File: src/rtl/mips_mdu_if.sv
// Handshake and result bus between the execute stage and the multiply/divide unit.
interface mips_mdu_if #(
    parameter int unsigned WIDTH = 32
);
    logic             start_i;
    logic [2:0]       op_i;
    logic [WIDTH-1:0] rs_i;
    logic [WIDTH-1:0] rt_i;
    logic             flush_i;
    logic             busy_o;
    logic             done_o;
    logic [WIDTH-1:0] hi_o;
    logic [WIDTH-1:0] lo_o;

    modport master (
        output start_i, op_i, rs_i, rt_i, flush_i,
        input  busy_o, done_o, hi_o, lo_o
    );

    modport slave (
        input  start_i, op_i, rs_i, rt_i, flush_i,
        output busy_o, done_o, hi_o, lo_o
    );
endinterface

File: src/rtl/mips_mdu.sv
// Iterative multiply/divide unit holding the architectural HI/LO registers.
// One shift-add or restoring-divide step per cycle, then a sign-fix/commit cycle.
module mips_mdu #(
    parameter int unsigned WIDTH = 32
) (
    input  logic       clk,
    input  logic       rst,
    mips_mdu_if.slave  bus
);
    localparam int unsigned DW = 2 * WIDTH;
    localparam int unsigned CW = $clog2(WIDTH);

    localparam logic [2:0] OP_MTHI = 3'b100;
    localparam logic [2:0] OP_MTLO = 3'b101;

    typedef enum logic [1:0] {IDLE, MUL, DIV, FIX} state_t;

    state_t           state_q, state_d;
    logic [CW-1:0]    cnt_q;
    logic [DW-1:0]    acc_q;
    logic [WIDTH-1:0] opb_q;
    logic [WIDTH-1:0] dvd_q;
    logic             neg_q_q;
    logic             neg_r_q;
    logic             dz_q;
    logic             is_div_q;
    logic [WIDTH-1:0] hi_q;
    logic [WIDTH-1:0] lo_q;
    logic             done_q;

    logic             muldiv_c;
    logic             accept_c;
    logic             commit_c;
    logic             wr_hi_c;
    logic             wr_lo_c;
    logic             a_neg_c;
    logic             b_neg_c;
    logic [WIDTH-1:0] mag_a_c;
    logic [WIDTH-1:0] mag_b_c;
    logic [WIDTH:0]   mul_sum_c;
    logic [DW-1:0]    mul_next_c;
    logic [WIDTH:0]   div_shift_c;
    logic [WIDTH:0]   div_diff_c;
    logic [DW-1:0]    div_next_c;
    logic [DW-1:0]    prod_c;
    logic [WIDTH-1:0] quo_c;
    logic [WIDTH-1:0] rem_c;
    logic [WIDTH-1:0] res_hi_c;
    logic [WIDTH-1:0] res_lo_c;

    // Operand magnitudes and sign flags; op_i[0] selects the unsigned variants
    always_comb begin
        a_neg_c = ~bus.op_i[0] & bus.rs_i[WIDTH-1];
        b_neg_c = ~bus.op_i[0] & bus.rt_i[WIDTH-1];
        mag_a_c = a_neg_c ? (~bus.rs_i + WIDTH'(1)) : bus.rs_i;
        mag_b_c = b_neg_c ? (~bus.rt_i + WIDTH'(1)) : bus.rt_i;
    end

    // Iteration datapath: acc holds {partial product, multiplier} or {remainder, quotient}
    always_comb begin
        mul_sum_c   = {1'b0, acc_q[DW-1:WIDTH]} + (acc_q[0] ? {1'b0, opb_q} : (WIDTH+1)'(0));
        mul_next_c  = {mul_sum_c, acc_q[WIDTH-1:1]};
        div_shift_c = {acc_q[DW-1:WIDTH], acc_q[WIDTH-1]};
        div_diff_c  = div_shift_c - {1'b0, opb_q};
        div_next_c  = div_diff_c[WIDTH]
                    ? {div_shift_c[WIDTH-1:0], acc_q[WIDTH-2:0], 1'b0}
                    : {div_diff_c[WIDTH-1:0],  acc_q[WIDTH-2:0], 1'b1};
    end

    // Sign correction and divide-by-zero override applied in FIX
    always_comb begin
        prod_c = neg_q_q ? (~acc_q + DW'(1)) : acc_q;
        quo_c  = neg_q_q ? (~acc_q[WIDTH-1:0] + WIDTH'(1)) : acc_q[WIDTH-1:0];
        rem_c  = neg_r_q ? (~acc_q[DW-1:WIDTH] + WIDTH'(1)) : acc_q[DW-1:WIDTH];
        if (!is_div_q) begin
            res_hi_c = prod_c[DW-1:WIDTH];
            res_lo_c = prod_c[WIDTH-1:0];
        end else if (dz_q) begin
            res_hi_c = dvd_q;
            res_lo_c = '1;
        end else begin
            res_hi_c = rem_c;
            res_lo_c = quo_c;
        end
    end

    always_ff @(posedge clk or negedge rst) begin
        if (!rst) state_q <= IDLE;
        else      state_q <= state_d;
    end

    // Next-state and control decode
    always_comb begin
        state_d  = state_q;
        commit_c = 1'b0;
        muldiv_c = bus.start_i & ~bus.flush_i & ~bus.op_i[2];
        accept_c = 1'b0;
        wr_hi_c  = 1'b0;
        wr_lo_c  = 1'b0;
        case (state_q)
            IDLE: begin
                accept_c = muldiv_c;
                wr_hi_c  = bus.start_i & ~bus.flush_i & (bus.op_i == OP_MTHI);
                wr_lo_c  = bus.start_i & ~bus.flush_i & (bus.op_i == OP_MTLO);
                if (muldiv_c) state_d = bus.op_i[1] ? DIV : MUL;
            end
            MUL, DIV: begin
                if (bus.flush_i)                   state_d = IDLE;
                else if (cnt_q == CW'(WIDTH - 1)) state_d = FIX;
            end
            FIX: begin
                state_d  = IDLE;
                commit_c = ~bus.flush_i;
            end
            default: state_d = IDLE;
        endcase
    end

    always_ff @(posedge clk or negedge rst) begin
        if (!rst) begin
            cnt_q    <= '0;
            acc_q    <= '0;
            opb_q    <= '0;
            dvd_q    <= '0;
            neg_q_q  <= 1'b0;
            neg_r_q  <= 1'b0;
            dz_q     <= 1'b0;
            is_div_q <= 1'b0;
        end else if (accept_c) begin
            cnt_q    <= '0;
            acc_q    <= {WIDTH'(0), bus.op_i[1] ? mag_a_c : mag_b_c};
            opb_q    <= bus.op_i[1] ? mag_b_c : mag_a_c;
            dvd_q    <= bus.rs_i;
            neg_q_q  <= a_neg_c ^ b_neg_c;
            neg_r_q  <= a_neg_c;
            dz_q     <= (bus.rt_i == '0);
            is_div_q <= bus.op_i[1];
        end else if (state_q == MUL) begin
            acc_q <= mul_next_c;
            cnt_q <= cnt_q + CW'(1);
        end else if (state_q == DIV) begin
            acc_q <= div_next_c;
            cnt_q <= cnt_q + CW'(1);
        end
    end

    // Architectural HI/LO: mul/div commit or single-cycle MTHI/MTLO
    always_ff @(posedge clk or negedge rst) begin
        if (!rst) begin
            hi_q   <= '0;
            lo_q   <= '0;
            done_q <= 1'b0;
        end else begin
            done_q <= commit_c;
            if (commit_c) begin
                hi_q <= res_hi_c;
                lo_q <= res_lo_c;
            end else begin
                if (wr_hi_c) hi_q <= bus.rs_i;
                if (wr_lo_c) lo_q <= bus.rs_i;
            end
        end
    end

    assign bus.busy_o = (state_q != IDLE) | muldiv_c;
    assign bus.done_o = done_q;
    assign bus.hi_o   = hi_q;
    assign bus.lo_o   = lo_q;
endmodule

File: src/flat_wrapper.sv
// flat-port wrapper written by rule: the top's interface ports become plain ports
module mips_mdu_flat 
#(
    parameter int unsigned WIDTH = 32
)
  (clk, rst, bus_start_i, bus_op_i, bus_rs_i, bus_rt_i, bus_flush_i, bus_busy_o, bus_done_o, bus_hi_o, bus_lo_o);
  mips_mdu_if #(.WIDTH(WIDTH)) bus_i ();
  input  logic clk;
  input  logic rst;
  input wire logic [$bits(bus_i.start_i)-1:0] bus_start_i;
  input wire logic [$bits(bus_i.op_i)-1:0] bus_op_i;
  input wire logic [$bits(bus_i.rs_i)-1:0] bus_rs_i;
  input wire logic [$bits(bus_i.rt_i)-1:0] bus_rt_i;
  input wire logic [$bits(bus_i.flush_i)-1:0] bus_flush_i;
  output wire logic [$bits(bus_i.busy_o)-1:0] bus_busy_o;
  output wire logic [$bits(bus_i.done_o)-1:0] bus_done_o;
  output wire logic [$bits(bus_i.hi_o)-1:0] bus_hi_o;
  output wire logic [$bits(bus_i.lo_o)-1:0] bus_lo_o;
  assign bus_i.start_i = bus_start_i;
  assign bus_i.op_i = bus_op_i;
  assign bus_i.rs_i = bus_rs_i;
  assign bus_i.rt_i = bus_rt_i;
  assign bus_i.flush_i = bus_flush_i;
  assign bus_busy_o = bus_i.busy_o;
  assign bus_done_o = bus_i.done_o;
  assign bus_hi_o = bus_i.hi_o;
  assign bus_lo_o = bus_i.lo_o;
  mips_mdu #(.WIDTH(WIDTH)) u_core (.clk(clk), .rst(rst), .bus(bus_i));
endmodule
File: config.mk
export PLATFORM = sky130hd
export DESIGN_NAME = mips_mdu_flat
export DESIGN_NICKNAME = d
export VERILOG_FILES = /design/src/rtl/mips_mdu_if.sv /design/src/rtl/mips_mdu.sv /design/src/flat_wrapper.sv
export SDC_FILE = /design/constraint.sdc
export NUM_CORES = 1
export LEC_CHECK = 0
export ABC_CLOCK_PERIOD_IN_PS = 3200
export CELL_PAD_IN_SITES_DETAIL_PLACEMENT = 1
export CELL_PAD_IN_SITES_GLOBAL_PLACEMENT = 2
export CORE_MARGIN = 3
export CORE_UTILIZATION = 32
export DETAILED_ROUTE_END_ITERATION = 7
export GPL_TIMING_DRIVEN = 0
export PLACE_DENSITY_LB_ADDON = 0.1
export SLEW_MARGIN = 20
export SYNTH_ARGS = -nofsm -noshare
export SYNTH_HDL_FRONTEND = slang
export SYNTH_SLANG_ARGS = --single-unit
File: constraint.sdc
create_clock -name clk -period 3.2 [get_ports clk]
set_input_delay 0.64 -clock clk [delete_from_list [all_inputs] [get_ports clk]]
set_output_delay 0.64 -clock clk [all_outputs]
set_load 0.05 [all_outputs]
Word level (Yosys, flattened, before mapping). Index checks and enable logic that the tools add are counted.

Register bits: 204. Output and inout port bits: 66. Logic and storage cells: 84. Input port bits: 71.

Add/subtract/negate cells: 8. Equality and inequality tests: 8. Bitwise logic cells: 16. Muxes and demuxes: 32. Reductions and logical operators: 8.

Operator list (number): $mux W32 (15); $mux W64 (5); $add A32 B1 Y32 const B (4); $not A32 Y32 (4); $add A64 B1 Y64 const B (1); $not A64 Y64 (1); $add A32 B33 Y33 (1); $sub A33 B32 Y33 (1); $logic_not A32 Y1 (1); $mux W5 (3); $mux W2 (4); $and A1 B1 Y1 (6); $eq A3 B3 Y1 const B (2); $pmux W2 S3 (1); $reduce_bool A2 Y1 (3); $add A5 B1 Y5 const B (1); $eq A5 B5 Y1 const B (1); $eq A2 B2 Y1 const B (2); $mux W1 (4); $ne A3 B2 Y1 const B (1); $not A1 Y1 (3); $reduce_bool A3 Y1 (1); $eq A2 B1 Y1 const B (1); $logic_not A2 Y1 (1); other kinds (5) (5).

Depth between registers and ports, before layout.
Depth after elaboration: 6. Gate-level depth with buffers: 14. Mapped depth without buffers: 13.

Worst setup path after synthesis. Ideal clock, no wire load.

Path type: reg-to-reg. From: register u_core.acc_q[31]. To: register u_core.acc_q[37]. Data arrival time: 3179 ps. Cell stages (with the launch flop): 14. Period minus slack after synthesis: 3302 ps. Setup slack: -102 ps. Path buffers: 1. Setup time: 123 ps. Data required time: 3077 ps. Cells stage by stage: dfrtp_1 inv_1 ha_1 fa_1 nor2b_1 o31ai_1 a311oi_1 o31ai_1 a311o_1 nand3_1 buf_4 mux2_2 o21ai_0 nand2_1.

Cells in the longest elaborated chain, start to end: 5.

RTL lines: from (decl) (line mips_mdu.sv:20) `logic [DW-1:0] acc_q;`; from (signal assigned) (line mips_mdu.sv:131) `acc_q <= {WIDTH'(0), bus.op_i[1] ? mag_a_c : mag_b_c};`; from (signal assigned) (line mips_mdu.sv:139) `acc_q <= mul_next_c;`; from (signal assigned) (line mips_mdu.sv:142) `acc_q <= div_next_c;`; $sub A33 B32 Y33 (line mips_mdu.sv:64) `div_diff_c = div_shift_c - {1'b0, opb_q};`; $mux W64 (line mips_mdu.sv:66) `? {div_shift_c[WIDTH-1:0], acc_q[WIDTH-2:0], 1'b0}`; $mux W64 (line mips_mdu.sv:141) `end else if (state_q == DIV) begin`; $mux W64 (line mips_mdu.sv:138) `end else if (state_q == MUL) begin`; $mux W64 (line mips_mdu.sv:129) `end else if (accept_c) begin`.

Every way passes these cells. The select of a mux whose other input is x is not followed. A chain may end at the register's enable or synchronous reset.

Worst setup path after layout.
From: register u_core.acc_q[31]. To: register u_core.acc_q[58].

Same word-level chain as after synthesis.

==> results.json <==
{
  "outcome": "finished with violations",
  "violations": "negative setup slack",
  "clockPowerShare_pct": 10.8,
  "fin_skew_ns": 0.0321,
  "dr.pass1.iters": 5,
  "worst_ep_arrival_time_ns": 3.75,
  "drtIter0Drc": 1512,
  "routabilityCongestion": 0.944,
  "die-area_sq_um": 58000,
  "die_w_microns": 241,
  "min_from": "bus_rs_i[19]",
  "grt_max_degree": 89,
  "ant_nets": 0,
  "synth_seq_cells": 204,
  "grt_use_total_pct": 30.4,
  "finalSetupTns_ns": -1.04,
  "via_per_inst": 5.90,
  "rsz0062_at_grt": "yes",
  "seq_power_share_pct": 17.1,
  "synth.avg_cell_area_sq_um": 7.71,
  "fillCellCount": 6479,
  "synth-edff-count": 0,
  "crit_path_start_kind": "register",
  "fin_area_sq_um": 23100,
  "p_leak_nw": 9.14,
  "yosysMostFrequentCell": "nand2_1",
  "whs_ns": 0.464,
  "total_power_w": 0.0306,
  "final.setup.worst_slack_ns": -0.0962,
  "cp-startpoint": "u_core.acc_q[31]",
  "reg2reg_from": "u_core.acc_q[31]",
  "areaGrowthSynthToFinish_pct": 30.7,
  "combPwrFrac_pct": 72.1,
  "async_flop_share_pct": 100,
  "dpl.hpwl_mm": 69.8,
  "finalCriticalPeriod_ns": 3.30,
  "antennaDiodeCount": 0,
  "maxSlewViolCount": 0,
  "crit_fanout": 7,
  "dieHeight_microns": 241,
  "clkSinkCount": 204,
  "critPathCaptureType": "register",
  "required_ns": 3.65,
  "clock_latency_ns": 0.60,
  "ios": 137,
  "nets": 2672,
  "cts_buffers": 29,
  "post-route-period-util_pct": 103,
  "synthTopCellsByCount": "397 x nand2_1, 206 x o21ai_0, 204 x dfrtp_1",
  "port_buffers": 127,
  "syn_inst": 2289,
  "rows": 85,
  "critPathKind": "reg2reg",
  "antenna_found_initial": 1,
  "overflow": 0,
  "final-hold-violation-count": 0,
  "clk_pin_slew_ns": 0.06,
  "final-setup-viol-count": 21,
  "place_ws_ns": -1.62,
  "swShare_pct": 53.1,
  "synthTopCellsByArea": "dfrtp_1 29%, nand2_1 8.4%, o21ai_0 5.8%, xnor2_1 5.4%, ha_1 5.2%",
  "worst_pin_slew_ns": 1.06,
  "p_int_w": 0.0144,
  "p_switching_w": 0.0162,
  "routed_wirelength_mm": 91.7,
  "max-vdd-ir-drop_uv": 574,
  "vias": 19140,
  "synth_ff_type": "dfrtp_1",
  "synthDistinctLibCells": 77,
  "cts_tree": "done",
  "avgRoutedWirePerCell_microns": 28.3,
  "drv_cap": 0,
  "start_util_pct": 32.5,
  "htreeDepth": 1,
  "relSlewSlack_pct": 29.5,
  "coreArea_sq_um": 54200,
  "timing.fmax_mhz": 303,
  "yosysSeqAreaShare_pct": 28.9,
  "min_path_type": "in2reg",
  "synth.largest_area_cell": "dfrtp_1",
  "yosysWarningCount": 0,
  "placed_cell_area_sq_um": 19900,
  "drive_gt1_share_pct": 16.8,
  "grt_pass1_vias": 19092,
  "syn-cell-area_sq_um": 17600,
  "clockRootBuffer": "clkbuf_16",
  "drc": 0,
  "clock_path_buffers": 3,
  "syn-num-nets": 2435,
  "grt_pass1_wl_mm": 131,
  "p_per_area_nw_per_um2": 1330,
  "synth.top_cell.area_share_pct": 28.9
}
[worst paths after layout]
kind                                     to  slack [ns]  cells after the start
max in group asynchronous   u_core.acc_q[8]        1.33                      4
max reg2reg                u_core.acc_q[58]        -0.1                     12
min                        u_core.dvd_q[19]        0.46                      3
min in group asynchronous  u_core.dvd_q[15]        0.57                      2
min reg2reg                u_core.dvd_q[10]        0.48                      2
max                        u_core.acc_q[58]        -0.1                     12
[repair_timing]
item,CTS,global route
hold endpoints to repair,41,0
cloned,3,2
gates resized for setup,223,176
pin swaps,43,73
setup buffers,41,44
setup endpoints to repair,97,131
hold buffers,1,0
[state kept, by name, summed over array words and instances, names as in the netlist]
register	flops
u_core.bus.lo_o	32
u_core.dz_q	1
u_core.bus.done_o	1
u_core.neg_q_q	1
u_core.state_q	2
u_core.cnt_q	5
u_core.is_div_q	1
u_core.bus.hi_o	32
u_core.opb_q	32
u_core.dvd_q	32
u_core.acc_q	64
u_core.neg_r_q	1
[metal layers]
metal  wire, microns  GRT usage [%]  part of all wire [%]
met5               0              0                     0
met3            6020           4.38                   6.6
met4            2660           8.29                   2.9
met1           41600           42.7                    45
met2           41500           48.9                    45
[placed cells by master, fill, tap and decap left out, drive strengths merged, types with 30 or more instances in the layout]
| cell type | Yosys | final |
|---|---|---|
| a21oi | 151 | 151 |
| nand2 | 397 | 397 |
| xor2 | 83 | 83 |
| o21ai | 222 | 222 |
| ha | 73 | 73 |
| xnor2 | 109 | 109 |
| buf | 27 | 117 |
| dfrtp | 204 | 204 |
| mux2i | 91 | 91 |
| inv | 73 | 73 |
| a21o | 30 | 30 |
| nand3 | 32 | 32 |
| clkdlybuf4s50 | 0 | 118 |
| nor2 | 153 | 153 |
| clkbuf | 146 | 171 |
| nor3 | 38 | 38 |
| a32oi | 32 | 32 |
| o31ai | 30 | 30 |
| o211ai | 70 | 70 |
[cells by family (layout without fill, tap and decap cells)]
group	count (synthesis)	count (layout)	synth area share, %
DFF	204	204	28.9
buffers and inverters	247	505	5.38
adders and majority gates	75	75	5.40
muxes	110	110	6.37
and+or+nand+nor	790	790	20.3
AOI/OAI and AO/OA	671	671	24.1
xor gates and xnor gates	192	192	9.53
[final cells by class]
cell class	instances	area [sq um]	area share [%]
Timing Repair Buffer	219	2090	9.06
Clock inverter	15	116	0.504
Inverter	74	298	1.29
Sequential cell	204	5120	22.2
Buffer	160	754	3.27
Multi-Input combinational cell	1838	13000	56.3
Clock buffer	37	826	3.58
Tap cell	696	871	3.77
[metrics by stage]
step	cells	utilization, %
after global placement	3112	36.5
after global routing	3243	42.5
final	3243	42.5
after floorplan	2289	-
after CTS	3204	40.7
after detailed placement	3114	36.6
[critical path: stages, from the launching register on]
cell and delay [ns]:
dfrtp_2 0.42, inv_4 0.09, ha_4 0.15, fa_2 0.24, nor2b_4 0.06, o31ai_4 0.29, a311oi_4 0.20, o31ai_4 0.42
a311o_1 0.31, and3_4 0.35, nor2_2 0.10, and4_1 0.20, a2111oi_4 0.33
[power groups by stage]
stage	sequential (W)	clock [W]	combinational, W
6_report	0.00524	0.00329	0.0220
5_1_grt	0.00537	0.00345	0.0235
4_1_cts	0.00514	0.00332	0.0198
3_5_place_dp	0.00515	0	0.0178
3_3_place_gp	0.00512	0	0.0175
2_1_floorplan	0.00606	0	0.0107
No activity file was read; power rests on OpenSTA's default activity.
